--- config.mk ---
export PLATFORM = sky130hd
export DESIGN_NAME = uart_tx_multi
export DESIGN_NICKNAME = d
export VERILOG_FILES = /design/src/rtl/uart_tx_multi.sv
export SDC_FILE = /design/constraint.sdc
export NUM_CORES = 2
export LEC_CHECK = 0
export ABC_CLOCK_PERIOD_IN_PS = 14000
export CORE_ASPECT_RATIO = 1.5
export CORE_MARGIN = 3
export CORE_UTILIZATION = 45
export CTS_CLUSTER_SIZE = 12
export DETAILED_ROUTE_END_ITERATION = 8
export SYNTH_ARGS = -nofsm -noshare
export SYNTH_HDL_FRONTEND = slang
export SYNTH_SLANG_ARGS = --single-unit
--- constraint.sdc ---
create_clock -name clk -period 14 [get_ports clk]
set_clock_uncertainty 0.05 [all_clocks]
set_input_delay 2.1 -clock clk [delete_from_list [all_inputs] [get_ports clk]]
set_output_delay 2.1 -clock clk [all_outputs]
set_load 0.01 [all_outputs]
--- src/rtl/uart_tx_multi.sv ---
// Buffered UART transmitter: a word FIFO feeding a fixed-format serial framer
// (5-9 data bits LSB first, optional even/odd parity, 1 or 2 stop bits) with line-break generation.
module uart_tx_multi #(
    parameter int CLK_IN    = 100_000_000,
    parameter int BAUD      = 115200,
    parameter int DATA_BITS = 8,
    parameter int PARITY    = 0,
    parameter int STOP_BITS = 1,
    parameter int DEPTH     = 512
) (
    input  logic                   clk,
    input  logic                   rst,
    input  logic                   wr_en,
    input  logic [DATA_BITS-1:0]   din,
    output logic                   full,
    output logic                   empty,
    output logic [$clog2(DEPTH):0] data_count,
    input  logic                   break_en,
    output logic                   tx,
    output logic                   busy,
    output logic                   done
);
    localparam int DIV   = CLK_IN / BAUD;
    localparam int CNT_W = (DIV > 1) ? $clog2(DIV) : 1;
    localparam int PTR_W = (DEPTH > 1) ? $clog2(DEPTH) : 1;

    localparam logic [CNT_W-1:0] RELOAD    = CNT_W'(DIV - 1);
    localparam logic [CNT_W-1:0] CNT_ONE   = CNT_W'(1);
    localparam logic [PTR_W-1:0] PTR_ONE   = PTR_W'(1);
    localparam logic [PTR_W:0]   CNT_FULL  = (PTR_W + 1)'(DEPTH);
    localparam logic [PTR_W:0]   FIFO_ONE  = (PTR_W + 1)'(1);
    localparam logic [3:0]       LAST_DATA = 4'(DATA_BITS - 1);
    localparam logic [3:0]       LAST_STOP = 4'(STOP_BITS - 1);
    localparam logic [3:0]       IDX_ONE   = 4'd1;

    if (DIV < 2) begin : g_bad_div
        $error("uart_tx_multi: CLK_IN/BAUD must be at least 2");
    end
    if (DATA_BITS < 5 || DATA_BITS > 9) begin : g_bad_bits
        $error("uart_tx_multi: DATA_BITS must be 5..9");
    end
    if (PARITY < 0 || PARITY > 2) begin : g_bad_parity
        $error("uart_tx_multi: PARITY must be 0, 1 or 2");
    end
    if (STOP_BITS < 1 || STOP_BITS > 2) begin : g_bad_stop
        $error("uart_tx_multi: STOP_BITS must be 1 or 2");
    end
    if (DEPTH < 2 || (DEPTH & (DEPTH - 1)) != 0) begin : g_bad_depth
        $error("uart_tx_multi: DEPTH must be a power of 2, >= 2");
    end

    function automatic logic parity_of(input logic [DATA_BITS-1:0] d);
        return (PARITY == 2) ? ~^d : ^d;
    endfunction

    typedef enum logic [2:0] {S_IDLE, S_START, S_DATA, S_PAR, S_STOP, S_BREAK} state_t;

    logic [DATA_BITS-1:0] mem [DEPTH];
    logic [PTR_W-1:0]     wr_ptr, rd_ptr;
    logic [PTR_W:0]       count;
    logic [DATA_BITS-1:0] rd_data;
    logic                 push, pop;

    state_t               state, state_n;
    logic [CNT_W-1:0]     cnt, cnt_n;
    logic [3:0]           idx, idx_n;
    logic [DATA_BITS-1:0] shift, shift_n;
    logic                 par_bit, par_n;
    logic                 tx_n, busy_n, done_n;
    logic                 tick, load;

    assign push       = wr_en && !full;
    assign pop        = load;
    assign full       = (count == CNT_FULL);
    assign empty      = (count == '0);
    assign data_count = count;
    assign rd_data    = mem[rd_ptr];
    assign tick       = (cnt == '0);

    always_ff @(posedge clk) begin
        if (push) mem[wr_ptr] <= din;
    end

    always_ff @(posedge clk or posedge rst) begin
        if (rst) begin
            wr_ptr <= '0;
            rd_ptr <= '0;
            count  <= '0;
        end else begin
            if (push) wr_ptr <= wr_ptr + PTR_ONE;
            if (pop)  rd_ptr <= rd_ptr + PTR_ONE;
            case ({push, pop})
                2'b10:   count <= count + FIFO_ONE;
                2'b01:   count <= count - FIFO_ONE;
                default: count <= count;
            endcase
        end
    end

    // tx/busy/done are registered, so the line shows each state one cycle after the FSM enters it
    always_comb begin
        state_n = state;
        idx_n   = idx;
        shift_n = shift;
        par_n   = par_bit;
        tx_n    = 1'b1;
        busy_n  = 1'b1;
        done_n  = 1'b0;
        load    = 1'b0;
        cnt_n   = cnt;
        case (state)
            S_IDLE: begin
                busy_n = 1'b0;
                if (break_en) state_n = S_BREAK;
                else if (!empty) load = 1'b1;
            end
            S_START: begin
                tx_n = 1'b0;
                if (tick) begin
                    state_n = S_DATA;
                    idx_n   = '0;
                end
            end
            S_DATA: begin
                tx_n = shift[0];
                if (tick) begin
                    shift_n = shift >> 1;
                    if (idx == LAST_DATA) begin
                        state_n = (PARITY != 0) ? S_PAR : S_STOP;
                        idx_n   = '0;
                    end else begin
                        idx_n = idx + IDX_ONE;
                    end
                end
            end
            S_PAR: begin
                tx_n = par_bit;
                if (tick) begin
                    state_n = S_STOP;
                    idx_n   = '0;
                end
            end
            S_STOP: begin
                if (tick) begin
                    if (idx == LAST_STOP) begin
                        done_n = 1'b1;
                        // Chain straight into the next start bit when more data is waiting
                        if (!break_en && !empty) load = 1'b1;
                        else state_n = S_IDLE;
                    end else begin
                        idx_n = idx + IDX_ONE;
                    end
                end
            end
            S_BREAK: begin
                tx_n = !break_en;
                if (!break_en && tick) state_n = S_IDLE;
            end
            default: state_n = S_IDLE;
        endcase
        if (load) begin
            state_n = S_START;
            shift_n = rd_data;
            par_n   = parity_of(rd_data);
        end
        // Holding break re-arms the counter so mark-after-break always lasts a full bit
        if (state_n != state || tick || state == S_IDLE || (state == S_BREAK && break_en))
            cnt_n = RELOAD;
        else
            cnt_n = cnt - CNT_ONE;
    end

    always_ff @(posedge clk or posedge rst) begin
        if (rst) begin
            state <= S_IDLE;
            cnt   <= RELOAD;
            idx   <= '0;
            tx    <= 1'b1;
            busy  <= 1'b0;
            done  <= 1'b0;
        end else begin
            state <= state_n;
            cnt   <= cnt_n;
            idx   <= idx_n;
            tx    <= tx_n;
            busy  <= busy_n;
            done  <= done_n;
        end
    end

    always_ff @(posedge clk) begin
        shift   <= shift_n;
        par_bit <= par_n;
    end
endmodule

==> out/metrics.csv <==
metric;value;unit
clk sink count;4153;
routed wire length;498000;um
Main synth FF type;edfxtp_1;
Total GRT Usage;0.267;
crit share post-route;0.485;
gr ovfl total;0;
Final Cell Area;0.179;mm^2
Num CTS Buffers;395;
critical path fanouts, max;47;
Reg2Reg Setup Slack;7.22;ns
Placed Instances;12500;
P_int;19.0;mW
Power Total;24.1;mW
maxcap violations;1;
Worst-Margin Slew;1.72;ns
setup violators final;0;
Net Count, Synth;8042;
Via density;6.39;
number of global-route vias before repair;83732;
slowest stage delay, CP;0.97;ns
Pre-antenna DRT Iters;8;
hold_buf cts;0;
Final Hold Viols;0;
Comb power frac;0.032;
site row count;269;
core area;0.359;mm^2
Die H;742;um
RSZ-0062 raised after global routing;false;
Worst path most repeated cell;buf_4;
1st-iter DRT viols;10848;
CP Class;flip-flop to flip-flop;
antenna violations before repair;29;
IO Port Bufs;26;
post-synthesis cell area;0.163;mm^2
Final Util;0.498;
maximum vdd ir drop;0.100;mV
count of unique library cells instantiated by Yosys;87;
slowest stage cell, crit path;dfrtp_4;
Slew Limit Fails;108;
Setup crit start kind;flip-flop;
remaining antenna violation count;0;
hpwl dp;317000;um
layout cells sized above 1;0.187;
post-place setup slack;7.34;ns
Non-Filler Instances;13040;
die area;0.369;mm^2
Final Hold Slack;0.405;ns
Setup TNS;0;ns
detailed-route wire length per cell;38.2;um
critical path arrival;7.42;ns
Seq pwr share;0.572;
Switch Pwr;5.12;mW
via count;83373;
flops & latches, synth;4153;
CP Capture Type;flip-flop;
Area growth syn-to-layout;9.80;%
leakage;53.3;nW
CP bufs+invs;4;
CTS H-tree lvls;5;
Clock power frac;0.397;
Req. time, crit path;14.64;ns
Net Sw Frac;0.212;
Mean Syn Cell Area;20.3;um^2
cell count after synthesis;8019;
final routed DRC violation total;0;
final worst slack;7.22;ns
Longest Clk Path Bufs;4;
worst skew pair latency;0.96;ns
Placement Cell Area;0.168;mm^2
CP cell instances;buf_4, buf_4, buf_4, mux4_2, mux4_2, a22oi_1, buf_4, nor4b_1, nand3_1, o31a_1, xnor2_1, xnor3_1, xnor2_1;
slew margin rel.;-0.149;
crit path time final;6.78;ns
largest net degree at the start of global routing;225;
sequential fraction of the synthesis area;0.765;
failing checks;capacitance limit, slew limit;
CP top delay family;buffers and inverters;
number of flops mapped to enable cells by yosys;4105;
Final GP Congestion;0.949;
outcome;finished with violations;
post-CTS setup buffer count;0;
Hold Path Class;flip-flop to flip-flop;
NumNets Final;8178;
first-pass GRT wire length;687000;um
die extent in x;497;um
fmax;147;MHz
Initial Util;0.453;
async set-reset flop share out of synthesis;0.0116;
Pwr Density;135;mW/mm^2
Ports;27;
clock-pin slew on the worst setup and hold paths;0.06;ns
CTS resizes;0;
CTS tree;done;
yosys warns;0;
clock root buffer master;clkbuf_16;
-- cell families (layout without fill, tap and decap cells) --
logic type / Yosys count / after routing / share of synthesized area
flops: 4153 / 4153 / 0.765
mux: 1358 / 1358 / 0.147
simple gates: 1238 / 1238 / 0.0342
compound gates: 707 / 707 / 0.0307
buf+inv: 510 / 765 / 0.0202
xor+xnor: 42 / 42 / 0.00235
fa+ha+maj: 11 / 11 / 0.000846
other cells: 0 / 24 / 0
-- power by group through the flow --
stage / Clock (mW) / Sequential, mW / Combinational (mW)
finish: 9.57 / 13.8 / 0.765
global route: 10.1 / 13.8 / 0.772
CTS: 9.68 / 13.8 / 0.750
detailed placement: 0 / 14.1 / 0.749
global placement: 0 / 14.1 / 0.730
floorplan: 0 / 14.0 / 0.201
-- placed cells by master, fill, tap and decap left out, drive strengths merged, types with 11 or more instances in the layout --
cell           instances
edfxtp              4105
mux4                 812
nor2                 600
mux2i                513
clkbuf               487
a22oi                292
nand2                253
buf                  211
nand3                126
a21oi                 97
nand4                 58
o22ai                 58
o21ai                 56
a31oi                 41
dfrtp                 41
nor3                  34
mux2                  33
and3                  32
xnor2                 28
nor2b                 27
o221ai                25
diode                 24
nor4                  24
inv                   24
clkinv                24
a221oi                23
clkdlybuf4s50         18
a22o                  16
a211oi                16
o211ai                15
nand2b                14
and2                  14
xor2                  13
ha                    11
-- registers in the layout (all words and copies together), names as in the netlist --
name        count
tx              1
busy            1
rd_ptr          9
shift           8
state           3
idx             4
done            1
par_bit         1
wr_ptr          9
cnt            10
data_count     10
mem          4096
-- synth_stat cells, types with 27 or more instances --
master    instances  area, um^2
a21oi_1          97         485
a22oi_1         292        2190
a31oi_1          41         257
and3_1           32         200
buf_2           112         561
buf_4            42         315
buf_6            75         845
clkbuf_1        198         743
dfrtp_1          41        1030
edfxtp_1       4105      123000
mux2_2           31         349
mux2i_1         513        5130
mux4_2          801       18000
nand2_1         253         950
nand3_1         126         631
nand4_1          58         363
nor2_1          600        2250
nor2b_1          27         169
nor3_1           34         170
o21ai_0          52         260
o22ai_1          58         363
xnor2_1          28         245
-- per-layer routing --
layer / vias up / track usage / part of all wire
met4: 12 / 0.171 / 0.075
met3: 1138 / 0.0515 / 0.084
li1: 33158 / - / -
met2: 4425 / 0.444 / 0.49
met5: - / 0 / 0.00014
met1: 44640 / 0.321 / 0.35
-- final timing paths --
| kind | start | cells after the start | endpoint |
|---|---|---|---|
| worst min register to register | cnt[0] | 1 | cnt[0] |
| worst min-delay path | cnt[0] | 1 | cnt[0] |
| min in group asynchronous | rst | 3 | data_count[4] |
| worst max-delay path | rd_ptr[1] | 13 | par_bit |
| worst max register to register | rd_ptr[1] | 13 | par_bit |
| max in group asynchronous | rst | 3 | rd_ptr[4] |
-- final cells by class --
type,instances,area (um^2)
Antenna cell,24,60.1
Clock buffer,487,10500
Clock inverter,29,236
Fill cell,28838,180000
Inverter,20,85.1
Multi-Input combinational cell,3356,35200
Sequential cell,4153,125000
Tap cell,4742,5930
Timing Repair Buffer,229,2100
Note: power is estimated with default switching activity, not from simulation.
